`config.mk`:
```
export PLATFORM = sky130hd
export DESIGN_NAME = contador_updown_param
export DESIGN_NICKNAME = d
export VERILOG_FILES = /design/src/rtl/contador_updown_param.sv
export SDC_FILE = /design/constraint.sdc
export NUM_CORES = 1
export LEC_CHECK = 0
export ABC_CLOCK_PERIOD_IN_PS = 2110
export CORE_MARGIN = 4
export CORE_UTILIZATION = 47
export DETAILED_ROUTE_END_ITERATION = 10
export PLACE_DENSITY = 0.77
export SYNTH_ARGS = -nofsm -noshare
export SYNTH_HDL_FRONTEND = slang
export SYNTH_SLANG_ARGS = --single-unit
```
`constraint.sdc`:
```
create_clock -name clock -period 2.11 [get_ports clock]
set_input_delay 0.422 -clock clock [delete_from_list [all_inputs] [get_ports clock]]
set_output_delay 0.422 -clock clock [all_outputs]
set_load 0.02 [all_outputs]
```
`src/rtl/contador_updown_param.sv`:
```
// Parametrised up/down/bounce counter with runtime limits, synchronous load,
// registered wrap/turn event pulses and a limit-error flag.
module contador_updown_param #(
  parameter int               WIDTH     = 4,
  parameter logic [WIDTH-1:0] RESET_VAL = '0
) (
  input  logic             clock,
  input  logic             reset,
  input  logic             enable,
  input  logic             load,
  input  logic [WIDTH-1:0] load_value,
  input  logic [1:0]       mode,
  input  logic [WIDTH-1:0] lo_limit,
  input  logic [WIDTH-1:0] hi_limit,
  output logic [WIDTH-1:0] cont,
  output logic             dir,
  output logic             wrap,
  output logic             turn,
  output logic             limit_err
);

  localparam logic [1:0] MODE_UP     = 2'b00;
  localparam logic [1:0] MODE_DOWN   = 2'b01;
  localparam logic [1:0] MODE_BOUNCE = 2'b10;
  localparam logic [1:0] MODE_HOLD   = 2'b11;

  logic [WIDTH-1:0] cont_q, cont_d;
  logic             dir_q, dir_d;
  logic             wrap_q, wrap_d;
  logic             turn_q, turn_d;
  logic             limit_err_q, limit_err_d;

  logic             eff_up;
  logic             in_range;
  logic             at_hi;
  logic             at_lo;
  logic             single_point;

  always_comb begin
    eff_up       = (mode == MODE_UP) ? 1'b1 : ((mode == MODE_DOWN) ? 1'b0 : dir_q);
    in_range     = (cont_q >= lo_limit) && (cont_q <= hi_limit);
    at_hi        = (cont_q == hi_limit);
    at_lo        = (cont_q == lo_limit);
    single_point = (lo_limit == hi_limit);
  end

  // Priority: load, then an inverted limit window, then enable/mode.
  always_comb begin
    cont_d      = cont_q;
    dir_d       = dir_q;
    wrap_d      = 1'b0;
    turn_d      = 1'b0;
    limit_err_d = (lo_limit > hi_limit);

    if (load) begin
      cont_d = load_value;
    end else if (limit_err_d || !enable || (mode == MODE_HOLD)) begin
      cont_d = cont_q;
    end else if (!in_range || single_point) begin
      // Snap back into the window from the side we are travelling towards.
      cont_d = eff_up ? lo_limit : hi_limit;
      dir_d  = eff_up;
    end else begin
      case (mode)
        MODE_UP: begin
          dir_d = 1'b1;
          if (at_hi) begin
            cont_d = lo_limit;
            wrap_d = 1'b1;
          end else begin
            cont_d = cont_q + 1'b1;
          end
        end
        MODE_DOWN: begin
          dir_d = 1'b0;
          if (at_lo) begin
            cont_d = hi_limit;
            wrap_d = 1'b1;
          end else begin
            cont_d = cont_q - 1'b1;
          end
        end
        MODE_BOUNCE: begin
          if (dir_q) begin
            if (at_hi) begin
              cont_d = hi_limit - 1'b1;
              dir_d  = 1'b0;
              turn_d = 1'b1;
            end else begin
              cont_d = cont_q + 1'b1;
            end
          end else begin
            if (at_lo) begin
              cont_d = lo_limit + 1'b1;
              dir_d  = 1'b1;
              turn_d = 1'b1;
            end else begin
              cont_d = cont_q - 1'b1;
            end
          end
        end
        default: begin
          cont_d = cont_q;
        end
      endcase
    end
  end

  always_ff @(posedge clock or negedge reset) begin
    if (!reset) begin
      cont_q      <= RESET_VAL;
      dir_q       <= 1'b1;
      wrap_q      <= 1'b0;
      turn_q      <= 1'b0;
      limit_err_q <= 1'b0;
    end else begin
      cont_q      <= cont_d;
      dir_q       <= dir_d;
      wrap_q      <= wrap_d;
      turn_q      <= turn_d;
      limit_err_q <= limit_err_d;
    end
  end

  assign cont      = cont_q;
  assign dir       = dir_q;
  assign wrap      = wrap_q;
  assign turn      = turn_q;
  assign limit_err = limit_err_q;

endmodule

```
======== Word-level counts from Yosys, hierarchy flattened ========
Index checks and enable logic that the tools add are counted.
operators by class
  add/subtract/negate cells ............... 4
  order comparisons ....................... 3
  eq/ne operators ......................... 7
  multiplexer cells ....................... 27
  bitwise operators ....................... 2
  reduce and logical (&&, ||, !) cells .... 11
operator list
  cell                   count
  $mux W4                9
  $mux W1                15
  $eq A4 B4 Y1           3
  $pmux W4 S3            1
  $add A4 B1 Y4 const B  2
  $sub A4 B1 Y4 const B  2
  $reduce_bool A5 Y1     1
  $eq A2 B2 Y1 const B   2
  $ge A4 B4 Y1           1
  $gt A4 B4 Y1           1
  $le A4 B4 Y1           1
  $reduce_bool A4 Y1     1
  $logic_or A1 B1 Y1     3
  $pmux W1 S3            1
  $reduce_and A3 Y1      1
  $eq A2 B1 Y1 const B   1
  $logic_not A1 Y1       2
  $logic_not A2 Y1       1
  $ne A2 B2 Y1 const B   1
  $not A1 Y1             2
  $pmux W1 S2            1
  $reduce_and A2 Y1      1
  $logic_and A1 B1 Y1    1
storage, ports and cells
  register bits after elaboration ......... 8
  bits of input ports ..................... 18
  output and inout port bits .............. 8
  word-level logic and storage cells ...... 59

======== Longest topological paths before layout ========
Gate-level depths: netlist of the first run.
  depth after elaboration ................. 7
  depth in mapped cells ................... 9
  depth with buffers taken out ............ 8

======== Worst setup path before layout of the first run ========
Ideal clock, no wire load.
  kind .................................... register -> register
  start point ............................. register cont_q[0] (netlist: cont[0])
  end point ............................... register cont_q[2] (netlist: cont[2])
  library setup time ...................... 0.131 ns
  data arrival time ....................... 2.130 ns
  required time ........................... 1.979 ns
  setup slack ............................. -0.151 ns
  cell stages (with the launch flop) ...... 9
  path buffers ............................ 0
  period minus slack after synthesis ...... 2.261 ns
  cells stage by stage .................... dfrtp_1 > inv_1 > ha_1 > nand2b_1 > a2111oi_2 > or4_4 > o22ai_4 > a22oi_1 > o21ai_0
on the way
  cells in the longest elaborated chain, start to end .. 7
  elaborated cells on any way between the ends .. 20
  classes of those cells .................. 2 x add/sub; 2 x order compare; 2 x eq/ne; 9 x mux; 5 x reduce/logical
ends and longest elaborated chain
  what                                               line    text
  from (decl)                                        27      logic [WIDTH-1:0] cont_q, cont_d;
  from (signal assigned)                             117     cont_q <= cont_d;
  $sub A4 B1 Y4 (tied with other cells)              80, 98
  $mux W4 (tied with other cells)                    93      if (at_lo) begin
  $mux W4 or $logic_not A1 Y1 (tied branches)        84, 59
  $pmux W4 S3 or $logic_or A1 B1 Y1 (tied branches)  64, 59
  $mux W4                                            59      end else if (!in_range || single_point) begin
  $mux W4                                            57      end else if (limit_err_d || !enable || (mode == MODE_HOLD)) begin
  $mux W4                                            55      if (load) begin
Parallel ways exist; a longest one is shown, timed or not. The select of a mux whose other input is x is not followed.
A chain may end at the register's enable or synchronous reset.

======== Worst setup path in the final report of the first run ========
  start point ............................. register cont_q[1] (netlist: cont[1])
  end point ............................... register cont_q[3] (netlist: cont[3])
The elaborated chain is that of the path after synthesis.

==> metrics.csv, run 1 <==
stage,metric,value,unit
worst_setup_path,crit_path_end_kind,flip-flop,
synthesis,syn_inst,155,
global_route,antenna_found_initial,0,
sta,period_share,1.08,
synthesis,ys_seq_elements,8,
power_and_ir_drop,ir_drop,0.704,mV
final_layout,finalNonFillerCells,272,
worst_setup_path,cp.buffers_inverters,4,
worst_setup_path,critPathTopFamily,buffers and inverters,
place,numPortBuffers,25,
worst_setup_path,rrSetupSlack,-0.17,ns
sta,finClkSkew,0.0218,ns
job,cap_violations,0,
worst_setup_path,cp-start-kind,flip-flop,
synthesis,synth_top_area_frac,0.197,
final_layout,n_antenna_cell,0,
clock_network,cts_buffer_depth,2,
synthesis,synth_top_family_by_area,compound AO/OA/AOI/OAI gates,
min_path,hold_path_class,in2async,
synthesis,synthSimpleGateAreaFrac,0.190,
power_and_ir_drop,comb_power_share,0.789,
die,dieArea,3600,um^2
synthesis,yosysMostFrequentCell,ha_1,
outcome,status,"complete, but fails checks",
worst_setup_path,crit_slowest_cell,dfrtp_2,
sta,rsz0062_at_grt,yes,
die,io_pins,26,
synthesis,syn-cell-area,1270,um^2
power_and_ir_drop,p_sw,0.000866,W
power_and_ir_drop,p_int,0.000988,W
route,vias,1837,
die,dieHeight,60.0,um
synthesis,yosys-top-cells-count,"ha_1 (20), inv_1 (13), o21ai_0 (13), nor2_1 (10), nand2_1 (8)",
worst_setup_path,crit_path_cell_trace,ha_4 -> buf_6 -> nand4_1 -> buf_4 -> o21a_1 -> nor3_4 -> buf_6 -> buf_4 -> o221ai_2 -> o31ai_1,
clock_network,cts_root_buf,clkbuf_4,
route,postRouteAntennaNets,0,
synthesis,synth_compound_area_frac,0.309,
route,routedWlPerCell,24.8,um
clock_network,clock_latency,0.31,ns
die,fp.dieW,60.0,um
global_route,grt_max_degree,10,
synthesis,synth_top_area_cell,ha_1,
sta,tightest_slew,0.404,ns
die,initial_utilization,0.504,
power_and_ir_drop,pwr-share-seq,0.128,
worst_setup_path,slowest_delay,0.47,ns
final_layout,nets,281,
global_route,grt_pass1_vias,1770,
final_layout,layout-drive-gt1-share,0.492,
worst_setup_path,cp.required,2.32,ns
worst_setup_path,cp_max_fo,4,
clock_network,cts_buffers,3,
synthesis,synth.avg_cell_area,8.20,um^2
synthesis,synth_edf_count,0,
power_and_ir_drop,switching_share,0.467,
global_route,grt-ovfl-total,0,
synthesis,ys_types,41,
place,place_inst,251,
route,drc,0,
synthesis,synth_warnings,0,
sta,setup_ws,-0.169,ns
outcome,violations,negative setup slack,
sta,maxSlewViolCount,0,
synthesis,syn_nets,193,
sta,setup_violations,6,
sta,max_slew_margin,0.730,
sta,timing.hold.ws,0.404,ns
synthesis,synthAdderAreaFrac,0.197,
synthesis,synthFlopType,dfrtp_1,
die,placementRows,18,
die,coreArea,2520,um^2
global_route,grt_pass1_wl,8.56,mm
worst_setup_path,path_class,reg2reg,
synthesis,synth-xor-area-share,0.0482,
power_and_ir_drop,p_per_area,801,nW/um^2
clock_network,cts.sinks,8,
route,finalWirelength,6.74,mm
place,place.gp.congestion,0.970,
synthesis,yosys-top-cells-area,"ha_1 (20%), dfrtp_1 (14%), o21ai_0 (5.1%), inv_1 (3.8%), o211ai_1 (3.5%)",
sta,max_freq,439,MHz
worst_setup_path,critPathArrivalTime,2.48,ns
power_and_ir_drop,clockPowerShare,0.083,
place,hpwl,3.63,mm
sta,timing.final.hold_violations,0,
clock_network,htreeDepth,1,
global_route,grt.total_usage,0.321,
synthesis,synthArstFlopShare,1.00,
route,via_per_inst,6.75,
synthesis,yosysSeqAreaShare,0.158,
power_and_ir_drop,p_total,0.00185,W
power_and_ir_drop,leakage,1.02,nW
clock_network,clkTransAtPathRegs,0.08,ns
clock_network,cts_tree,built,
route,drt-pass1-iter-count,5,
final_layout,syn_to_final_growth,82.0,%
synthesis,synthMuxAreaShare,0.0413,
sta,period_minus_slack,2.28,ns
route,drt_first_iter_violations,323,
-- flip-flops by register name, indices dropped and copies added, names as in the netlist --
signal	count
cont	4
dir	1
limit_err	1
wrap	1
turn	1
-- logic make-up (layout without fill, tap and decap cells) --
kind of cell	after synthesis	after routing
fa+ha+maj	20	20
simple gates	43	43
xor+xnor	7	7
flops	8	8
buf+inv	17	104
compound gates	55	55
mux	5	5
-- final timing paths --
check	depth (start not counted)	start	end
setup / recovery	10	cont[1]	cont[3]
hold / removal	1	reset	cont[2]
setup reg to reg	10	cont[1]	cont[3]
hold reg to reg	3	dir	dir
max in group asynchronous	1	reset	dir
min in group clock	3	dir	dir
-- cell type report --
class / count / area (um^2)
multi-input combinational: 130 / 1260
timing repair buffer: 87 / 729
fill: 105 / 209
sequential: 8 / 204
inverter: 13 / 51.3
tap: 30 / 37.5
clock buffer: 4 / 26.3
-- metrics by stage --
stage / setup slack, ns / TNS [ns] / area (um^2) / util
CTS: -0.0674 / -0.269 / 2110 / 0.838
global placement: -0.618 / -3.67 / 1910 / 0.758
floorplan: -0.00606 / -0.00606 / 1300 / -
finish: -0.169 / -0.560 / 2310 / 0.917
global route: -0.174 / -0.732 / 2310 / 0.917
detailed placement: -0.659 / -3.98 / 1910 / 0.758
-- placed cells by master, fill, tap and decap left out, types with 5 or more instances in the layout --
cell type / synthesis / routed
buf_4: 0 / 55
clkdlybuf4s50_1: 0 / 15
ha_1: 20 / 11
nor2_1: 10 / 9
nand2_1: 8 / 8
ha_4: 0 / 8
inv_2: 0 / 6
inv_1: 13 / 6
o211ai_1: 6 / 6
o21ai_0: 13 / 6
a21oi_1: 7 / 5
dfrtp_1: 7 / 5
buf_6: 1 / 5
-- worst register-to-register path, delay by kind of cell (launching register included) --
kind                     cells  cell delay, ns
buffers and inverters        4            0.55
AO/OA/AOI/OAI                3            0.52
flip-flops                   1            0.47
AND/OR/NAND/NOR              2            0.33
adder cells (fa/ha/maj)      1            0.30
-- repair_timing --
action | in CTS | in global routing
endpoints found under the setup margin | 7 | 7
buffers inserted | 8 | 11
hold buffers | 0 | 0
resized for setup | 39 | 39
pin swaps | 11 | 16
-- power by group through the flow --
stage | Clock, W | Sequential [W] | Combinational (W)
CTS | 0.000129 | 0.000232 | 0.00113
detailed placement | 0 | 0.000233 | 0.000972
finish | 0.000154 | 0.000237 | 0.00146
global placement | 0 | 0.000230 | 0.000940
global route | 0.000159 | 0.000239 | 0.00152
floorplan | 0 | 0.000266 | 0.000494
-- layer usage --
layer	global-route usage	share of wire	up-vias	routed length [um]
li1	-	-	771	-
met1	0.389	0.36	854	2410
met2	0.529	0.46	165	3090
met3	0.0670	0.11	47	743
met4	0.161	0.073	0	491
met5	0	0	-	0
Note: power is estimated with default switching activity, not from simulation.
==> run 2, diff against run 1 <==
Settings changed: HOLD_SLACK_MARGIN set to 0.15.
==> results of run 2 <==
Final layout, timing and power as in run 1 (identical DEF).
